$ cat src/rtl/retire_queue.sv
// In-order retirement queue: slots are allocated at dispatch, marked done from the
// completion bus, and retired strictly oldest-first with a registered tag return.
module retire_queue #(
  parameter int DSIZE = 5,
  parameter int ASIZE = 5
) (
  input  logic             clock,
  input  logic             reset,
  input  logic             Dispatch_en,
  input  logic [DSIZE-1:0] Dispatch_Tag,
  input  logic             Cdb_Valid,
  input  logic [DSIZE-1:0] Cdb_Tag,
  output logic [DSIZE-1:0] RB_Tag,
  output logic             RB_Tag_Valid,
  output logic             Rq_full,
  output logic             Rq_empty,
  output logic [ASIZE:0]   Rq_count
);

  localparam int DEPTH = 1 << ASIZE;

  logic [ASIZE:0]   head_q, head_d;
  logic [ASIZE:0]   tail_q, tail_d;
  logic [DEPTH-1:0] busy_q, busy_d;
  logic [DEPTH-1:0] done_q, done_d;
  logic [DSIZE-1:0] tag_q [DEPTH];
  logic [DSIZE-1:0] rb_tag_q, rb_tag_d;
  logic             rb_valid_q, rb_valid_d;

  logic             dispatch_s;
  logic             retire_s;
  logic [ASIZE-1:0] head_idx_s;
  logic [ASIZE-1:0] tail_idx_s;

  assign head_idx_s   = head_q[ASIZE-1:0];
  assign tail_idx_s   = tail_q[ASIZE-1:0];
  assign Rq_empty     = (head_q == tail_q);
  assign Rq_full      = (head_q[ASIZE] != tail_q[ASIZE]) && (head_idx_s == tail_idx_s);
  assign Rq_count     = tail_q - head_q;
  assign RB_Tag       = rb_tag_q;
  assign RB_Tag_Valid = rb_valid_q;

  // Next-state: completion marking, then retirement at head, then allocation at tail.
  always_comb begin
    head_d     = head_q;
    tail_d     = tail_q;
    busy_d     = busy_q;
    done_d     = done_q;
    rb_tag_d   = rb_tag_q;
    rb_valid_d = 1'b0;

    dispatch_s = Dispatch_en && !Rq_full;
    retire_s   = !Rq_empty && done_q[head_idx_s];

    // Only slots already busy before this edge can match, so a same-cycle dispatch never does.
    for (int i = 0; i < DEPTH; i++) begin
      if (Cdb_Valid && busy_q[i] && (tag_q[i] == Cdb_Tag)) begin
        done_d[i] = 1'b1;
      end else begin
        done_d[i] = done_q[i];
      end
    end

    if (retire_s) begin
      rb_tag_d           = tag_q[head_idx_s];
      rb_valid_d         = 1'b1;
      busy_d[head_idx_s] = 1'b0;
      done_d[head_idx_s] = 1'b0;
      head_d             = head_q + {{ASIZE{1'b0}}, 1'b1};
    end else begin
      rb_valid_d = 1'b0;
    end

    if (dispatch_s) begin
      busy_d[tail_idx_s] = 1'b1;
      done_d[tail_idx_s] = 1'b0;
      tail_d             = tail_q + {{ASIZE{1'b0}}, 1'b1};
    end else begin
      tail_d = tail_q;
    end
  end

  // Control state: pointers, slot status bits and the registered retire outputs.
  always_ff @(posedge clock or negedge reset) begin
    if (!reset) begin
      head_q     <= {(ASIZE+1){1'b0}};
      tail_q     <= {(ASIZE+1){1'b0}};
      busy_q     <= {DEPTH{1'b0}};
      done_q     <= {DEPTH{1'b0}};
      rb_tag_q   <= {DSIZE{1'b0}};
      rb_valid_q <= 1'b0;
    end else begin
      head_q     <= head_d;
      tail_q     <= tail_d;
      busy_q     <= busy_d;
      done_q     <= done_d;
      rb_tag_q   <= rb_tag_d;
      rb_valid_q <= rb_valid_d;
    end
  end

  // Tag storage carries no reset; busy gates every use of it.
  always_ff @(posedge clock) begin
    if (dispatch_s) begin
      tag_q[tail_idx_s] <= Dispatch_Tag;
    end
  end

endmodule

$ cat config.mk
export PLATFORM = sky130hd
export DESIGN_NAME = retire_queue
export DESIGN_NICKNAME = d
export VERILOG_FILES = /design/src/rtl/retire_queue.sv
export SDC_FILE = /design/constraint.sdc
export NUM_CORES = 1
export LEC_CHECK = 0
export CELL_PAD_IN_SITES_DETAIL_PLACEMENT = 0
export CELL_PAD_IN_SITES_GLOBAL_PLACEMENT = 2
export CORE_ASPECT_RATIO = 1.5
export CORE_MARGIN = 10
export CORE_UTILIZATION = 49
export DETAILED_ROUTE_END_ITERATION = 7
export PLACE_DENSITY_LB_ADDON = 0.1
export SETUP_SLACK_MARGIN = 0.05
export SLEW_MARGIN = 20
export SYNTH_ARGS = -nofsm -noshare
export SYNTH_HDL_FRONTEND = slang
export SYNTH_SLANG_ARGS = --single-unit
$ cat constraint.sdc
create_clock -name clock -period 6.11 [get_ports clock]
set_input_delay 1.833 -clock clock [delete_from_list [all_inputs] [get_ports clock]]
set_output_delay 1.833 -clock clock [all_outputs]
set_load 0.02 [all_outputs]
-- Word level (Yosys, flattened, before mapping)
Memory sizes are Yosys's and may differ from the RTL's. A register that Yosys moved wholly into a read port is not among the register bits.
Index checks and enable logic that the tools add are counted.
- bits in registers: 77
- latch bits: 0
- memory bits (writable): 160
- ROM bits: 0
- input port bits: 14
- output and inout bits: 14
- word-level logic and storage cells: 171
- memories kept: 1
- memories (memory ; depth ; width ; rd ports ; clocked after Yosys merged registers in ; wr ports ; RTL line ; source):
    tag_q ; 32 ; 5 ; 33 ; 1 ; 1 ; 26 ; logic [DSIZE-1:0] tag_q [DEPTH];
- $add $sub $neg: 3
- $mul: 0
- div/mod/pow operators: 0
- $lt $le $gt $ge: 4
- eq/ne operators: 35
- shift operators: 0
- multiplexer cells: 45
- bitwise gates (word level): 6
- reductions and logical operators: 72
- operators with widths (kind ; count):
    5-bit == test ; 33
    32-bit 2-to-1 mux ; 4
    32-bit bitwise AND ; 3
    1-bit logical AND ; 69
    32-bit NOT ; 2
    1-bit 2-to-1 mux ; 38
    32-bit OR ; 1
    6-bit by 1-bit adder with 6-bit output (second input constant) ; 2
    5-bit by 6-bit less-than comparator with 1-bit output (second input constant) ; 2
    1-bit demux with 5-bit select ; 2
    5-bit by 1-bit greater-or-equal comparator with 1-bit output (second input constant) ; 2
    6-bit == test ; 1
    6-bit subtractor ; 1
    1-bit binary-select mux with 5-bit select ; 1
    1-bit logical NOT ; 3
    1-bit inequality test ; 1

-- Logic depth before layout (Yosys ltp)
Gate-level depths: netlist of the first run.
- word-level depth: 9
- depth in mapped cells: 13
- mapped depth without buffers: 8

-- Least setup slack after synthesis of the first run
Ideal clock, no wire load.
- path kind: flip-flop to output port
- start point: register head_q[1]
- end point: output port Rq_count[5]
- arrival: 2.668 ns
- data required time: 4.277 ns
- setup slack: 1.609 ns
- cell stages (with the launch flop): 12
- path buffers: 4
- path through: dfrtp_1 buf_2 buf_4 clkbuf_1 buf_2 inv_1 ha_1 a21o_1 a21oi_1 o21bai_1 a21oi_1 xnor2_1
- word-level cells in the longest chain between the ends: 1
- RTL lines (item ; RTL line ; source):
    from (decl) ; 22 ; logic [ASIZE:0] head_q, head_d;
    from (signal assigned) ; 86 ; head_q <= {(ASIZE+1){1'b0}};
    6-bit subtractor ; 39 ; assign Rq_count = tail_q - head_q;
    to (decl) ; 17 ; output logic [ASIZE:0] Rq_count
No other way between the ends.

-- Worst setup path in the final report of the first run
Ends and elaborated chain as after synthesis.

==> out/metrics.cfg, run 1 <==
[status]
run_status=complete, no violations

[finish]
layout-drive-gt1-share=0.1907
final_cell_mix=sky130_fd_sc_hd__edfxtp_1, sky130_fd_sc_hd__xor2_1, sky130_fd_sc_hd__dfrtp_1
count_of_placed_standard_cells_in_the_final_layout_fillers_left_out=1210
antenna_cells=0
design.final.nets=896
layout_commonest_cell=sky130_fd_sc_hd__edfxtp_1
layout-area-overhead-vs-synth_pct=11.12

[die]
num_io_pins=28
row_count=70
floorplan.die_area_um2=31370
fp.dieH_um=212.0
core_area_um2=24260
floorplan.initialDensity=0.4962
die_w_um=148.0

[clocking]
hold_buffers=0
clk_latency_ns=0.55
cts.root.buffer_cell=sky130_fd_sc_hd__clkbuf_16
tritoncts_clock_tree=done
cts_made_buffers=24
clk_transition_reported_paths_ns=0.06
number_of_levels_in_the_clock_h_tree=1
numClockSinks=242
post_cts_buffers=0
ctsResizeCount=0
cts.path.max_buffers=3

[setup_path]
timing.critical_path.cells=inv_1, ha_1, a21o_1, a21oi_1, o21bai_1, a21oi_1, xnor2_1, clkdlybuf4s50_1
worst_ep_arrival_time_ns=3.32
worstSetupStartpointType=register
critical-path-top-delay-family=buffers and inverters
cp.required_ns=4.28
critical_path_peak_fanout=24
cell_with_the_most_instances_on_the_worst_path=sky130_fd_sc_hd__a21oi_1
cp_peak_stage_delay_ns=0.76
worst-path-buf-inv=2
critical-path-slowest-cell=sky130_fd_sc_hd__dfrtp_2
worst_setup_path_end_kind=primary output
timing.setup.critical_path_class=register to primary output

[yosys]
syn_std_cell_area_um2=12040
synth-main-ff-cell=sky130_fd_sc_hd__edfxtp_1
share_of_synthesized_area_occupied_by_flip_flops_and_latches=0.5696
postSynthRegisterBits=242
syn-num-nets=888
synth_edf_count=160
syn_inst=860
postSynth.asyncResetShare=0.3388
post_synth_num_cell_types=46
avgSynthCellArea_um2=14.00
yosysWarnings=0

[sta]
fmaxAchievable_ghz=0.1942
finalSetupViolCount=0
post-route-period-util=0.8428
report.final.hold_viol_count=0
layout_min_cycle_time_ns=5.149
setup-tns-final_ns=0
timing_worst_slew_pin_value_ns=0.9684
clock_skew_ns=0.02445
post_route_worst_setup_slack_ns=0.9606
drv_slew=0
grt_setup_unrepaired=no
max_slew_margin=0.3544

[placed_design]
dp_hpwl_um=22650
portBuffers=27
numPlacedInstances=1166
gp_congestion=0.8775
pre_cts_setup_slack_ns=1.500

[global_routing]
antenna_violations_before_repair=0
grt_first_pass_wirelength_um=53670
pin_count_of_the_biggest_net_entering_global_routing=45
grt_overflow_total=0
first_global_vias=8073
track_usage=0.2304

[routing]
viasPerCell=6.350
drt_pass1_iterations=5
drt.antenna.violating_nets=0
route.detailed.wl_per_inst_um=29.56
detail_route.drc_violations=0
vias=7684
postRouteWirelength_um=35760
detailedRoute.firstIterationViolations=801

[hold_path]
worstHoldPathType=register to register

[power]
lkg_pwr_uw=0.004943
peakVddDrop_mv=0.6736
power_per_cell_area_nw_per_um2=473.8

[job]
drv_cap=0

## metal layers
metal	wire [µm]	part of all wire	global-route usage	vias to the layer above
met5	0	0	0	-
met1	14330	0.40	0.3010	3992
met3	2626	0.073	0.03697	53
met4	1095	0.031	0.07985	0
met2	17710	0.50	0.3811	334
li1	-	-	-	3305
## power breakdown
| group | internal (µW) | switching [µW] |
|---|---|---|
| Clock | 885 | 642 |
| Sequential | 2050 | 262 |
| Combinational | 985 | 1510 |
## synthesized netlist by cell type (all sizes together) (5+ instances only)
cell	count	area, µm²
nand2	15	56.30
nor2	42	157.7
buf	34	203.9
a221oi	12	105.1
a211oi	34	415.4
a22o	10	87.58
xor2	113	989.7
a41oi	30	262.8
nor4	29	181.4
a21oi	11	55.05
xnor2	46	402.9
mux4	42	945.9
edfxtp	160	4805
clkbuf	33	123.9
a21o	34	255.2
a222oi	5	50.05
dfrtp	82	2052
o22ai	5	31.28
mux2	12	135.1
inv	22	82.58
o21ai	5	25.02
ha	13	162.7
nand3	34	170.2
a31oi	5	31.28
## final timing paths
kind                            start      endpoint  slack, ns  cells past startpoint
max reg2reg                 head_q[0]    done_q[26]       2.24                      8
min in group asynchronous       reset  RB_Tag_Valid       1.31                      1
min                        busy_q[28]    busy_q[28]       0.48                      1
max in group asynchronous       reset    done_q[19]       3.74                      2
max                         head_q[1]   Rq_count[5]       0.96                      8
min reg2reg                busy_q[28]    busy_q[28]       0.48                      1
## flip-flops by register name (all words and copies together) (netlist names)
| register | count |
|---|---|
| RB_Tag | 5 |
| tag_q | 160 |
| done_q | 32 |
| tail_q | 6 |
| busy_q | 32 |
| head_q | 6 |
| RB_Tag_Valid | 1 |
## per-stage QoR
step | utilization | area, µm² | power, µW | hold WS, ns
6_report | 0.5514 | 13380 | 6337 | 0.4785
3_5_place_dp | 0.5170 | 12540 | 4823 | 0.4659
3_3_place_gp | 0.5170 | 12540 | 4804 | 0.4576
5_1_grt | 0.5514 | 13380 | 6626 | 0.5048
2_1_floorplan | - | 12040 | 3954 | 0.4488
4_1_cts | 0.5514 | 13380 | 6354 | 0.4805
## logic make-up (layout without fill, tap and decap cells)
kind of cell,after synthesis,in the layout,synth area share
xor+xnor,159,159,0.1157
buf+inv,89,115,0.03409
flops,242,242,0.5696
fa+ha+maj,14,14,0.01518
compound gates,159,159,0.1146
simple gates,143,143,0.06101
mux,54,54,0.08980
## layout make-up
cell class	instances	area (µm²)
Fill cell	2046	10880
Timing Repair Buffer	49	402.9
Clock buffer	36	779.5
Inverter	22	82.58
Clock inverter	8	55.05
Sequential cell	242	6859
Multi-Input combinational cell	529	4792
Tap cell	324	405.4
(Power assumes the default switching activity.)
==> inputs of run 2 (changes only) <==
--- a/config.mk
+++ b/config.mk
@@ -9,7 +9,7 @@
 export CELL_PAD_IN_SITES_GLOBAL_PLACEMENT = 2
 export CORE_ASPECT_RATIO = 1.5
 export CORE_MARGIN = 10
-export CORE_UTILIZATION = 49
+export CORE_UTILIZATION = 41
 export DETAILED_ROUTE_END_ITERATION = 7
 export PLACE_DENSITY_LB_ADDON = 0.1
 export SETUP_SLACK_MARGIN = 0.05
==> constraint.sdc (replaced) <==
create_clock -name clock -period 4.4 [get_ports clock]
set_input_delay 1.32 -clock clock [delete_from_list [all_inputs] [get_ports clock]]
set_output_delay 1.32 -clock clock [all_outputs]
set_load 0.02 [all_outputs]
==> out/metrics.cfg, run 2 (synthesis gave the netlist of run 1 again) <==
[sta]
post-route-period-util=0.9432
setup-tns-final_ns=0  ; unchanged
layout_min_cycle_time_ns=4.150
report.final.hold_viol_count=0  ; unchanged
hold_ws_ns=0.4769  ; -0.001598 ns
grt_setup_unrepaired=no
max_slew_margin=0.3600  ; +0.005667
timing_worst_slew_pin_value_ns=0.9569  ; -0.01150 ns
finalSetupViolCount=0  ; unchanged
fmaxAchievable_ghz=0.2410
clock_skew_ns=0.02456  ; +0.0001127 ns
drv_slew=0  ; unchanged

[status]
run_status=complete, no violations

[clocking]
number_of_levels_in_the_clock_h_tree=1  ; unchanged
cts.root.buffer_cell=sky130_fd_sc_hd__clkbuf_16
clk_transition_reported_paths_ns=0.06  ; about the same
clk_latency_ns=0.54  ; about the same
tritoncts_clock_tree=done
cts_made_buffers=24  ; unchanged
hold_buffers=0  ; unchanged
ctsResizeCount=0  ; unchanged
post_cts_buffers=0  ; unchanged
numClockSinks=242  ; unchanged
cts.path.max_buffers=3  ; unchanged

[die]
num_io_pins=28  ; unchanged
die_w_um=159.9  ; +8.1%
floorplan.die_area_um2=36760  ; +17%
row_count=76  ; +8.6%
floorplan.initialDensity=0.4178  ; -0.07839
core_area_um2=28810  ; +19%
fp.dieH_um=229.9  ; +8.4%

[setup_path]
ff2ff_setup_slack_ns=1.02  ; -1.22 ns
worst_ep_arrival_time_ns=2.83  ; -0.49 ns
worstSetupStartpointType=register
cp.required_ns=3.08  ; -1.20 ns
reg2reg_from=head_q[0]
cp-startpoint=head_q[0]
critical_path_peak_fanout=9  ; -63%
worst_setup_path_end_kind=primary output
timing.setup.critical_path_class=register to primary output

[finish]
layout-area-overhead-vs-synth_pct=12.63
design.final.nets=911  ; +1.7%
final_cell_mix=sky130_fd_sc_hd__edfxtp_1, sky130_fd_sc_hd__xor2_1, sky130_fd_sc_hd__dfrtp_1
antenna_cells=0  ; unchanged
count_of_placed_standard_cells_in_the_final_layout_fillers_left_out=1291  ; +6.7%
layout-drive-gt1-share=0.1998  ; +0.009033
largest_registers=tag_q: 160 flops, busy_q: 32 flops, done_q: 32 flops
largest_reg_flops=160  ; unchanged
layout_commonest_cell=sky130_fd_sc_hd__edfxtp_1
top_register=tag_q

[global_routing]
antenna_violations_before_repair=0  ; unchanged
grt_first_pass_wirelength_um=57090  ; +6.4%
pin_count_of_the_biggest_net_entering_global_routing=58  ; +29%
first_global_vias=8321  ; +3.1%
track_usage=0.2064  ; -0.02401
grt_overflow_total=0  ; unchanged

[power]
combPwrFrac=0.407  ; +0.013
lkg_pwr_uw=0.004997  ; +1.1%
pwr-share-seq=0.358  ; -0.007
clockPowerShare=0.235  ; -0.006
switching_share_of_total_power=0.3865  ; +0.005264
cell_internal_pwr_uw=5457  ; +39%
power_per_cell_area_nw_per_um2=656.0  ; +38%
power_switching_uw=3438  ; +42%
peakVddDrop_mv=0.6267  ; -7.0%
totalPowerFinal_uw=8895  ; +40%

[routing]
detail_route.drc_violations=0  ; unchanged
drt_pass1_iterations=5  ; unchanged
vias=7770  ; +1.1%
viasPerCell=6.019  ; -5.2%
detailedRoute.firstIterationViolations=604  ; -25%
drt.antenna.violating_nets=0  ; unchanged
postRouteWirelength_um=38240  ; +6.9%
route.detailed.wl_per_inst_um=29.62  ; +0.21%

[hold_path]
worstHoldPathType=register to register
hold_path.startpoint=busy_q[3]

[placed_design]
gp_congestion=0.8501  ; -3.1%
portBuffers=27  ; unchanged
dp_hpwl_um=25480  ; +13%
numPlacedInstances=1247  ; +6.9%

[job]
drv_cap=0  ; unchanged

## run 2: cell count changes in the layout (fill, tap and decap cells not counted)
cell,before,now
sky130_fd_sc_hd__clkinvlp_4,2,3
sky130_fd_sc_hd__clkinv_4,0,1
sky130_fd_sc_hd__clkbuf_8,7,1
sky130_fd_sc_hd__clkbuf_1,2,5
sky130_fd_sc_hd__clkbuf_16,27,25
sky130_fd_sc_hd__clkdlybuf4s50_1,20,21
sky130_fd_sc_hd__inv_6,0,2
sky130_fd_sc_hd__buf_2,6,5
sky130_fd_sc_hd__buf_4,23,36
sky130_fd_sc_hd__buf_12,0,2
sky130_fd_sc_hd__bufinv_16,0,2
sky130_fd_sc_hd__clkinv_8,1,0
## run 2: layout make-up
type,instances,area (µm²)
multi-input combinational,529,4792
clock inverter,13,132.6
fill,2572,15250
tap,390,488.0
timing repair buffer,64,545.5
sequential,242,6859
inverter,22,82.58
clock buffer,31,658.1
## run 2: critical path, stage by stage, from the launching register on
cell and delay (ns):
sky130_fd_sc_hd__dfrtp_2 0.58, sky130_fd_sc_hd__ha_1 0.24, sky130_fd_sc_hd__inv_1 0.05, sky130_fd_sc_hd__a21o_1 0.17
sky130_fd_sc_hd__a21oi_1 0.23, sky130_fd_sc_hd__o21bai_1 0.09, sky130_fd_sc_hd__a21oi_1 0.18, sky130_fd_sc_hd__xnor2_1 0.13
sky130_fd_sc_hd__clkdlybuf4s50_1 0.63
## run 2: metrics by stage
stage / utilization / worst slack [ns] / instance area (µm²)
after detailed placement: 0.4431 / 0.7615 / 12770
after global placement: 0.4431 / 0.7971 / 12770
final: 0.4706 / 0.2501 / 13560
after floorplan: - / 0.4121 / 12040
after CTS: 0.4706 / 0.2000 / 13560
after global routing: 0.4706 / 0.05345 / 13560
## run 2: power by group through the flow
| stage | sequential (µW) | clock (µW) | combinational, µW |
|---|---|---|---|
| floorplan | 3090 | 0 | 2410 |
| global placement | 3220 | 0 | 3610 |
| detailed placement | 3230 | 0 | 3620 |
| CTS | 3190 | 2120 | 3640 |
| global route | 3240 | 2220 | 3840 |
| finish | 3190 | 2090 | 3620 |
## run 2: per-layer routing
layer  part of all wire  GRT usage  up-vias  wire length (µm)
met5                  0          0        -                 0
met4              0.020    0.05466        0               748
met3              0.052    0.02718       42              2001
met2               0.52     0.3666      278             19880
met1               0.41     0.2586     4120             15610
li1                   -          -     3330                 -
## run 2: path summary, 6_finish.rpt
check,to,cells after the start
worst max-delay path,Rq_count[5],8
worst min-delay path,busy_q[3],1
worst max register to register,done_q[31],7
worst min register to register,busy_q[3],1
max in group asynchronous,done_q[25],2
min in group asynchronous,busy_q[21],1
